--- src/rtl/motion_window_scheduler_pkg.sv ---
// Shared scheduler types and defaults: FSM state encoding, timer sizing helper,
// and window/event defaults that the accumulator also uses.
package motion_sched_pkg;

  localparam int DEF_WINDOW_CYCLES = 120000;
  localparam int DEF_MIN_EVENTS    = 20;

  typedef enum logic [2:0] {
    S_IDLE,
    S_CLEAR,
    S_EARLY,
    S_LATE,
    S_TRIG,
    S_WAIT_MC,
    S_CLASSIFY,
    S_COOLDOWN
  } sched_state_e;

  // The timer has to hold the longer of one window and the whole cool-down span.
  function automatic int timer_w(input int window_cycles, input int cooldown_windows);
    int span;
    span = cooldown_windows * window_cycles;
    if (span < window_cycles) span = window_cycles;
    return $clog2(span + 1);
  endfunction

endpackage

--- src/rtl/motion_window_scheduler_if.sv ---
// Accumulator / motion computer / classifier control bundle driven by the scheduler.
// The master side is the scheduler; the slave side is the processing chain.
interface motion_window_scheduler_if #(
  parameter int COUNT_BITS = 12
);
  logic                  acc_clear;
  logic                  acc_select_late;
  logic                  acc_freeze;
  logic                  mc_trigger;
  logic                  mc_valid;
  logic [COUNT_BITS-1:0] mc_total_events;
  logic                  cls_start;
  logic                  cls_done;

  modport master (
    output acc_clear, acc_select_late, acc_freeze, mc_trigger, cls_start,
    input  mc_valid, mc_total_events, cls_done
  );

  modport slave (
    input  acc_clear, acc_select_late, acc_freeze, mc_trigger, cls_start,
    output mc_valid, mc_total_events, cls_done
  );
endinterface

--- src/rtl/motion_window_scheduler_window_timer.sv ---
// Loadable down-counter; tc is high while the count sits at zero.
// One-cycle load latency, counting is held while en is low.
module window_timer #(
  parameter int WIDTH = 8
) (
  input  logic             clk,
  input  logic             rst_n,
  input  logic             load,
  input  logic             en,
  input  logic [WIDTH-1:0] load_val,
  output logic             tc
);

  logic [WIDTH-1:0] cnt;

  always_ff @(posedge clk) begin
    if (!rst_n) begin
      cnt <= '0;
    end else if (load) begin
      cnt <= load_val;
    end else if (en && (cnt != '0)) begin
      cnt <= cnt - WIDTH'(1);
    end
  end

  assign tc = (cnt == '0);

endmodule

--- src/rtl/motion_window_scheduler.sv ---
// Gesture-detection cycle sequencer: clear, early/late windows, motion compute, classify, cool-down.
// Outputs are registered from the next state, so they line up with the state they belong to.
module motion_window_scheduler
  import motion_sched_pkg::*;
#(
  parameter int WINDOW_CYCLES    = DEF_WINDOW_CYCLES,
  parameter int COUNT_BITS       = 12,
  parameter int MIN_EVENTS       = DEF_MIN_EVENTS,
  parameter int COOLDOWN_WINDOWS = 4,
  parameter int MC_TIMEOUT       = 8
) (
  input  logic                       clk,
  input  logic                       rst_n,
  input  logic                       enable,
  motion_window_scheduler_if.master  bus,
  output logic                       busy,
  output logic                       timeout_err,
  output logic [7:0]                 gesture_count
);

  localparam int TW  = timer_w(WINDOW_CYCLES, COOLDOWN_WINDOWS);
  localparam int TOW = $clog2(MC_TIMEOUT + 1);
  localparam logic [TW-1:0] WIN_LOAD = TW'(WINDOW_CYCLES - 1);
  localparam logic [TW-1:0] CD_LOAD  = (COOLDOWN_WINDOWS == 0) ? '0 :
                                       TW'(COOLDOWN_WINDOWS * WINDOW_CYCLES - 1);
  localparam logic [COUNT_BITS-1:0] MIN_EV  = COUNT_BITS'(MIN_EVENTS);
  localparam logic [TOW-1:0]        TO_LAST = TOW'(MC_TIMEOUT - 1);

  sched_state_e  state, next_state;
  logic [TOW-1:0] tmo_cnt;
  logic          timeout_hit;
  logic          tmr_load, tmr_en, tmr_tc;
  logic [TW-1:0] tmr_val;
  logic          clear_d, late_d, freeze_d, trig_d, cls_d, busy_d;

  window_timer #(.WIDTH(TW)) u_timer (
    .clk      (clk),
    .rst_n    (rst_n),
    .load     (tmr_load),
    .en       (tmr_en),
    .load_val (tmr_val),
    .tc       (tmr_tc)
  );

  always_ff @(posedge clk) begin
    if (!rst_n) begin
      state               <= S_IDLE;
      tmo_cnt             <= '0;
      timeout_err         <= 1'b0;
      gesture_count       <= 8'd0;
      busy                <= 1'b0;
      bus.acc_clear       <= 1'b0;
      bus.acc_select_late <= 1'b0;
      bus.acc_freeze      <= 1'b0;
      bus.mc_trigger      <= 1'b0;
      bus.cls_start       <= 1'b0;
    end else begin
      state               <= next_state;
      // tmo_cnt equals the number of cycles since the trigger cycle while waiting.
      tmo_cnt             <= (next_state == S_WAIT_MC) ? tmo_cnt + TOW'(1) : '0;
      busy                <= busy_d;
      bus.acc_clear       <= clear_d;
      bus.acc_select_late <= late_d;
      bus.acc_freeze      <= freeze_d;
      bus.mc_trigger      <= trig_d;
      bus.cls_start       <= cls_d;
      if (timeout_hit) timeout_err <= 1'b1;
      if (cls_d) gesture_count <= gesture_count + 8'd1;
    end
  end

  always_comb begin
    next_state  = state;
    timeout_hit = 1'b0;
    case (state)
      S_IDLE:     if (enable) next_state = S_CLEAR;
      S_CLEAR:    next_state = enable ? S_EARLY : S_IDLE;
      S_EARLY: begin
        if (!enable)     next_state = S_IDLE;
        else if (tmr_tc) next_state = S_LATE;
      end
      S_LATE: begin
        if (!enable)     next_state = S_IDLE;
        else if (tmr_tc) next_state = S_TRIG;
      end
      S_TRIG:     next_state = S_WAIT_MC;
      S_WAIT_MC: begin
        if (bus.mc_valid) begin
          if (bus.mc_total_events >= MIN_EV) next_state = S_CLASSIFY;
          else                               next_state = enable ? S_CLEAR : S_IDLE;
        end else if (tmo_cnt == TO_LAST) begin
          timeout_hit = 1'b1;
          next_state  = enable ? S_CLEAR : S_IDLE;
        end
      end
      S_CLASSIFY: begin
        if (bus.cls_done) begin
          if (!enable)                   next_state = S_IDLE;
          else if (COOLDOWN_WINDOWS == 0) next_state = S_CLEAR;
          else                           next_state = S_COOLDOWN;
        end
      end
      S_COOLDOWN: begin
        if (!enable)     next_state = S_IDLE;
        else if (tmr_tc) next_state = S_CLEAR;
      end
      default:    next_state = S_IDLE;
    endcase
  end

  always_comb begin
    clear_d  = (next_state == S_CLEAR) || (next_state == S_COOLDOWN);
    late_d   = (next_state == S_LATE) || (next_state == S_TRIG);
    freeze_d = (next_state == S_TRIG) || (next_state == S_WAIT_MC) ||
               (next_state == S_CLASSIFY);
    trig_d   = (next_state == S_TRIG);
    cls_d    = (next_state == S_CLASSIFY) && (state != S_CLASSIFY);
    busy_d   = (next_state != S_IDLE);
    // Timer is reloaded on entry to any timed state and free-runs down otherwise.
    tmr_load = (next_state != state) &&
               ((next_state == S_EARLY) || (next_state == S_LATE) ||
                (next_state == S_COOLDOWN));
    tmr_en   = !tmr_load;
    tmr_val  = (next_state == S_COOLDOWN) ? CD_LOAD : WIN_LOAD;
  end

endmodule

--- src/flat_wrapper.sv ---
// flat-port wrapper written by rule: the top's interface ports become plain ports
module motion_window_scheduler_flat import motion_sched_pkg::*;
#(
  parameter int WINDOW_CYCLES    = DEF_WINDOW_CYCLES,
  parameter int COUNT_BITS       = 12,
  parameter int MIN_EVENTS       = DEF_MIN_EVENTS,
  parameter int COOLDOWN_WINDOWS = 4,
  parameter int MC_TIMEOUT       = 8
)
  (clk, rst_n, enable, busy, timeout_err, gesture_count, bus_acc_clear, bus_acc_select_late, bus_acc_freeze, bus_mc_trigger, bus_cls_start, bus_mc_valid, bus_mc_total_events, bus_cls_done);
  motion_window_scheduler_if #(.COUNT_BITS(COUNT_BITS)) bus_i ();
  input  logic clk;
  input  logic rst_n;
  input  logic enable;
  output logic busy;
  output logic timeout_err;
  output logic [7:0] gesture_count;
  output wire logic [$bits(bus_i.acc_clear)-1:0] bus_acc_clear;
  output wire logic [$bits(bus_i.acc_select_late)-1:0] bus_acc_select_late;
  output wire logic [$bits(bus_i.acc_freeze)-1:0] bus_acc_freeze;
  output wire logic [$bits(bus_i.mc_trigger)-1:0] bus_mc_trigger;
  output wire logic [$bits(bus_i.cls_start)-1:0] bus_cls_start;
  input wire logic [$bits(bus_i.mc_valid)-1:0] bus_mc_valid;
  input wire logic [$bits(bus_i.mc_total_events)-1:0] bus_mc_total_events;
  input wire logic [$bits(bus_i.cls_done)-1:0] bus_cls_done;
  assign bus_acc_clear = bus_i.acc_clear;
  assign bus_acc_select_late = bus_i.acc_select_late;
  assign bus_acc_freeze = bus_i.acc_freeze;
  assign bus_mc_trigger = bus_i.mc_trigger;
  assign bus_cls_start = bus_i.cls_start;
  assign bus_i.mc_valid = bus_mc_valid;
  assign bus_i.mc_total_events = bus_mc_total_events;
  assign bus_i.cls_done = bus_cls_done;
  motion_window_scheduler #(.WINDOW_CYCLES(WINDOW_CYCLES), .COUNT_BITS(COUNT_BITS), .MIN_EVENTS(MIN_EVENTS), .COOLDOWN_WINDOWS(COOLDOWN_WINDOWS), .MC_TIMEOUT(MC_TIMEOUT)) u_core (.clk(clk), .rst_n(rst_n), .enable(enable), .bus(bus_i), .busy(busy), .timeout_err(timeout_err), .gesture_count(gesture_count));
endmodule
--- config.mk ---
export PLATFORM = sky130hd
export DESIGN_NAME = motion_window_scheduler_flat
export DESIGN_NICKNAME = d
export VERILOG_FILES = /design/src/rtl/motion_window_scheduler_pkg.sv /design/src/rtl/motion_window_scheduler_if.sv /design/src/rtl/motion_window_scheduler_window_timer.sv /design/src/rtl/motion_window_scheduler.sv /design/src/flat_wrapper.sv
export SDC_FILE = /design/constraint.sdc
export NUM_CORES = 1
export LEC_CHECK = 0
export CAP_MARGIN = 20
export CORE_ASPECT_RATIO = 0.6
export CORE_MARGIN = 5
export CORE_UTILIZATION = 36
export CTS_BUF_LIST = sky130_fd_sc_hd__clkbuf_8 sky130_fd_sc_hd__clkbuf_16
export DETAILED_ROUTE_END_ITERATION = 10
export SLEW_MARGIN = 10
export SYNTH_ARGS = -nofsm -noshare
export SYNTH_HDL_FRONTEND = slang
export SYNTH_SLANG_ARGS = --single-unit
--- constraint.sdc ---
create_clock -name clk -period 3.2 [get_ports clk]
set_input_delay 0.32 -clock clk [delete_from_list [all_inputs] [get_ports clk]]
set_output_delay 0.32 -clock clk [all_outputs]
set_load 0.01 [all_outputs]
### Word-level counts from Yosys, hierarchy flattened

Cells that the tools add are included.

| operators by class | value |
|---|---|
| add/sub/neg operators | 3 |
| $mul | 0 |
| div/mod/pow operators | 0 |
| $lt $le $gt $ge | 1 |
| equal/unequal tests | 17 |
| shift operators | 0 |
| muxes and demuxes | 21 |
| bitwise logic cells | 0 |
| reductions and logical operators | 16 |

Operators with widths:

| cell | count |
|---|---|
| $mux 19 | 3 |
| $mux 3 | 12 |
| $eq 3x3->1 const B | 8 |
| $pmux 3 s8 | 1 |
| $logic_not 19->1 | 1 |
| $reduce_bool 19->1 | 1 |
| $sub 19x1->19 const B | 1 |
| $eq 3x2->1 const B | 4 |
| $ge 12x5->1 const B | 1 |
| $add 8x1->8 const B | 1 |
| $eq 3x1->1 const B | 2 |
| $logic_or 1x1->1 | 6 |
| $add 4x1->4 const B | 1 |
| $eq 4x3->1 const B | 1 |
| $mux 1 | 4 |
| $logic_and 1x1->1 | 3 |
| $logic_not 3->1 | 1 |
| $ne 3x3->1 | 1 |
| $ne 3x3->1 const B | 1 |
| $reduce_bool 3->1 | 1 |
| $mux 2 | 1 |
| $reduce_and 2->1 | 1 |
| $reduce_bool 2->1 | 1 |
| $logic_not 1->1 | 1 |

| word-level totals | value |
|---|---|
| bits in registers | 41 |
| bits in latches | 0 |
| bits in writable memories | 0 |
| memory bits (read-only) | 0 |
| input bits | 17 |
| output and inout bits | 15 |
| word-level logic and storage cells | 69 |
| memories | 0 |

### Logic depth before layout (Yosys ltp)

| logic depth | value |
|---|---|
| word-level depth | 12 |
| gate-level depth with buffers | 10 |
| depth with buffers taken out | 8 |

### Cells and area by module

Synthesis repeated with hierarchy kept, for this count alone.

| unflattened totals | value |
|---|---|
| cells, all modules | 304 |
| area, all modules | 2549.9 sq um |

Modules (own cells, without submodules):

| module | instances | cells an instance | area an instance (sq um) | sequential area each (sq um) |
|---|---|---|---|---|
| window_timer | 1 | 169 | 1331.3 | 380.4 |
| motion_window_scheduler | 1 | 135 | 1218.7 | 440.4 |

### Worst setup path before layout

No wires, ideal clock.

| path | value |
|---|---|
| path type | register to register |
| start | reg u_core.u_timer.cnt[0] |
| end | reg u_core.u_timer.cnt[10] |
| setup time | 0.119 ns |
| arrival time | 2.782 ns |
| required time | 3.081 ns |
| path slack | 0.299 ns |
| cell stages (with the launch flop) | 10 |
| buffers on the path | 1 |
| period minus slack after synthesis | 2.901 ns |
| cells stage by stage | dfxtp_1 -> inv_1 -> ha_1 -> or4b_1 -> or4b_4 -> or4_1 -> and4b_4 -> a31o_1 -> buf_6 -> o221a_1 |

| between the ends | value |
|---|---|
| word-level cells in the longest chain between the ends | 11 |
| elaborated cells between the ends (all ways) | 23 |
| those cells by class | 1 x add/sub; 4 x eq/ne; 10 x mux; 8 x reduce/logical |

Ends and longest elaborated chain:

| item | RTL line | source |
|---|---|---|
| start, declared | motion_window_scheduler_window_timer.sv:14 | `logic [WIDTH-1:0] cnt;` |
| start signal, assigned | motion_window_scheduler_window_timer.sv:20 | `cnt <= load_val;` |
| start signal, assigned | motion_window_scheduler_window_timer.sv:22 | `cnt <= cnt - WIDTH'(1);` |
| $logic_not 19->1 | motion_window_scheduler_window_timer.sv:26 | `assign tc = (cnt == '0);` |
| $mux 3, on equally long branches | motion_window_scheduler.sv:105, motion_window_scheduler.sv:80, motion_window_scheduler.sv:84 |  |
| $mux 3, on equally long branches | motion_window_scheduler.sv:104, motion_window_scheduler.sv:79, motion_window_scheduler.sv:83 |  |
| $pmux 3 s8 | motion_window_scheduler.sv:75 | `case (state)` |
| $eq 3x2->1 | motion_window_scheduler.sv:121 | `((next_state == S_EARLY) \|\| (next_state == S_LATE) \|\|` |
| $logic_or 1x1->1 (2 in a row) | motion_window_scheduler.sv:121 |  |
| $logic_and 1x1->1 | motion_window_scheduler.sv:120 | `tmr_load = (next_state != state) &&` |
| $logic_not 1->1 | motion_window_scheduler.sv:123 | `tmr_en = !tmr_load;` |
| $logic_and 1x1->1 | motion_window_scheduler_window_timer.sv:21 | `end else if (en && (cnt != '0)) begin` |
| $reduce_bool 2->1 (no line) | - |  |

Parallel ways exist; a longest one is shown, timed or not. The select of a mux whose other input is x is not followed.
A chain may end at the register's enable or synchronous reset.

### Final worst setup path

| path | value |
|---|---|
| start | reg u_core.u_timer.cnt[0] |
| end | reg u_core.u_timer.cnt[9] |

Same word-level chain as after synthesis.

==> impl_metrics.tcl <==
set metrics [dict create \
    status "finished, final reports clean" \
    required_ns 3.44 \
    power.total_w 0.00202 \
    seq_area_frac_synth_pct 37.8 \
    hold_class "reg -> reg" \
    place.port_buffers 29 \
    crit_family "simple AND/OR/NAND/NOR gates" \
    io_pins 32 \
    drv_slew 0 \
    finClkSkew_ns 0.00895 \
    postCtsSetupBuffers 0 \
    gp_congestion 0.836 \
    dr.pass1.iters 4 \
    power_frac_comb_pct 42.6 \
    synth_cells 251 \
    cts_buffer_depth 2 \
    start_kind "register" \
    root_buffer "clkbuf_8" \
    path_class "reg -> reg" \
    syn_nets 271 \
    yosys_warnings 0 \
    tns_ns 0 \
    rsz0062_at_grt "true" \
    synth_cell_types 50 \
    vias 1932 \
    power.share.switching_pct 37.6 \
    place_ws_ns 0.0658 \
    antenna_left 0 \
    final_cell_area_sq_um 2690 \
    pwr-share-seq_pct 35.8 \
    place_inst 357 \
    dp_hpwl_um 3920 \
    drc 0 \
    synthArstFlopShare_pct 0 \
    cts_max_level 2 \
    cts_tree "built" \
    grtUsageTotal_pct 14.2 \
    design.core.area_sq_um 5700 \
    cpMostUsedCell "or4b_4" \
    cp_num_buf_inv 2 \
    diodes 0 \
    p_clk_share_pct 21.6 \
    min_period_ns 3.11 \
    hold_buffers 0 \
    hold_violations 0 \
    synth.area.top_cells "dfxtp_1 38%, xnor2_1 7.3%, o21ai_0 5.1%" \
    critPathMaxStageDelay_ns 0.58 \
    avgRoutedWirePerCell_um 14.6 \
    fin_nets 304 \
    worstPathArrival_ns 3.35 \
    grt_start_max_net_pins 21 \
    die-area_sq_um 7730 \
    p_switching_w 0.000757 \
    power_density_nw_per_um2 748 \
    max-cap-violations 0 \
    antenna_found_initial 0 \
    cp_slowest_cell "or4b_4" \
    cts_sinks 41 \
    fmax_ghz 0.321 \
    clkLatencyLatePin_ns 0.30 \
    synth_ff_type "dfxtp_1" \
    initial_core_util_pct 38.1 \
    grt_pass1_vias 1775 \
    cts_buffers 5 \
    routed_via_density 5.29 \
    drt_iter0_drc 99 \
    p_int_w 0.00126 \
    vdd_drop_max_v 0.000396 \
    path_cells "inv_1 -> ha_2 -> or4b_4 -> or4b_4 -> or4_1 -> and4b_4 -> buf_4 -> a311oi_1 -> o221a_1" \
    fillers 549 \
    clk_pin_slew_ns 0.09 \
    worstSetupEndpointType "register" \
    fin_ws_ns 0.0888 \
    row_count 21 \
    syn_area_per_cell_sq_um 8.65 \
    fp.dieW_um 110 \
    setup_viol 0 \
    drive_above_1_share_pct 10.2 \
    p_leak_nw 0.985 \
    grt_pass1_wl_um 8780 \
    crit_path_max_fanout 11 \
    instances_no_fill 365 \
    ys_seq_elements 41 \
    die_h_um 70.2 \
    synth_top_area_share_pct 37.8 \
    synth_area_sq_um 2170 \
    slew_headroom_pct 52.0 \
    syn2layout_area_growth_pct 24.1 \
    fin_crit_sh_pct 97.2 \
    tightestPinTransition_ns 0.717 \
    synth_edf_count 0 \
    overflow 0 \
    finalWirelength_um 5330 \
    yosysTopAreaCell "dfxtp_1" \
    placed_area_sq_um 2570 \
]
[layout make-up]
| class | instances | area (sq um) | area share [%] |
|---|---|---|---|
| repair buffers | 39 | 365 | 13.6 |
| well taps | 80 | 100 | 3.72 |
| inverters | 8 | 30.0 | 1.11 |
| multi-input cells | 189 | 1260 | 46.9 |
| clock buffers | 5 | 68.8 | 2.55 |
| clock inverters | 3 | 46.3 | 1.72 |
| flip-flops and latches | 41 | 821 | 30.5 |
[cell usage in the layout, fill, tap and decap left out, types with 3 or more instances in the layout]
| cell type | n |
|---|---|
| dfxtp_1 | 41 |
| clkdlybuf4s50_1 | 29 |
| o21ai_0 | 22 |
| nor2_1 | 22 |
| xnor2_1 | 18 |
| nand2_1 | 17 |
| nand3_1 | 11 |
| buf_4 | 10 |
| and2_1 | 9 |
| inv_1 | 8 |
| nor3_1 | 7 |
| xor2_1 | 6 |
| a21oi_1 | 5 |
| nand2b_1 | 5 |
| nor3b_1 | 5 |
| a311oi_1 | 5 |
| o221a_1 | 5 |
| clkbuf_8 | 5 |
| nor4_1 | 4 |
| a31oi_1 | 4 |
| nand4_1 | 4 |
| nor2b_1 | 3 |
| or3_1 | 3 |
| o211ai_1 | 3 |
[worst paths after layout]
check	slack (ns)	cells past startpoint	from	endpoint
hold reg to reg	0.46	1	u_core.tmo_cnt[0]	u_core.tmo_cnt[0]
setup / recovery	0.09	9	u_core.u_timer.cnt[0]	u_core.u_timer.cnt[9]
setup reg to reg	0.09	9	u_core.u_timer.cnt[0]	u_core.u_timer.cnt[9]
hold / removal	0.46	1	u_core.tmo_cnt[0]	u_core.tmo_cnt[0]
[flip-flops by register name (all words and copies together) (netlist names)]
register / count
u_core.u_timer.cnt: 19
u_core.gesture_count: 8
u_core.tmo_cnt: 4
u_core.state: 3
u_core.bus.acc_clear: 1
u_core.bus.acc_freeze: 1
u_core.bus.acc_select_late: 1
u_core.bus.cls_start: 1
u_core.bus.mc_trigger: 1
u_core.busy: 1
u_core.timeout_err: 1
[power groups by stage]
stage | logic [W] | clock network, W | registers (W)
final | 0.000859 | 0.000435 | 0.000722
after CTS | 0.000840 | 0.000440 | 0.000720
after global placement | 0.000824 | 0 | 0.000728
after floorplan | 0.000657 | 0 | 0.000698
after global routing | 0.000958 | 0.000461 | 0.000742
after detailed placement | 0.000834 | 0 | 0.000729
[per-stage QoR]
step | util, % | hold slack, ns
2_1_floorplan | - | 0.418
6_report | 47.2 | 0.459
3_5_place_dp | 45.1 | 0.442
5_1_grt | 47.2 | 0.507
3_3_place_gp | 45.1 | 0.432
4_1_cts | 47.1 | 0.463
[what timing repair did]
item	4_1_cts	5_1_grt
endpoints found under the hold margin	0	0
gates resized for setup	0	3
endpoints found under the setup margin	0	10
[layer usage]
| layer | wire, um | share of wire [%] | track usage (%) | vias to the layer above |
|---|---|---|---|---|
| met4 | 51 | 0.96 | 3.28 | 0 |
| met5 | 0 | 0 | 0 | - |
| met2 | 2030 | 38 | 19.2 | 51 |
| met3 | 434 | 8.1 | 4.42 | 6 |
| li1 | - | - | - | 974 |
| met1 | 2810 | 53 | 21.5 | 901 |
[cells by family (layout without fill, tap and decap cells)]
logic type      count (synthesis)  after routing  share of synthesized area, %
simple gates                  102            102                          26.1
compound gates                 57             57                          18.8
fa+ha+maj                       3              3                          1.73
flops                          41             41                          37.8
buf+inv                        21             55                          4.32
mux                             3              3                          1.50
xor+xnor                       24             24                          9.68
[synthesized netlist by cell type, types with 5 or more instances]
cell and count:
xnor2_1 18, nand2_1 17, dfxtp_1 41, nor3_1 7, clkbuf_1 10, and2_1 9, a311oi_1 5, inv_1 8
a21oi_1 5, o21ai_0 22, xor2_1 6, nand3_1 11, nor2_1 22, o221a_1 5, nand2b_1 5, nor3b_1 5
(Power assumes the default switching activity.)
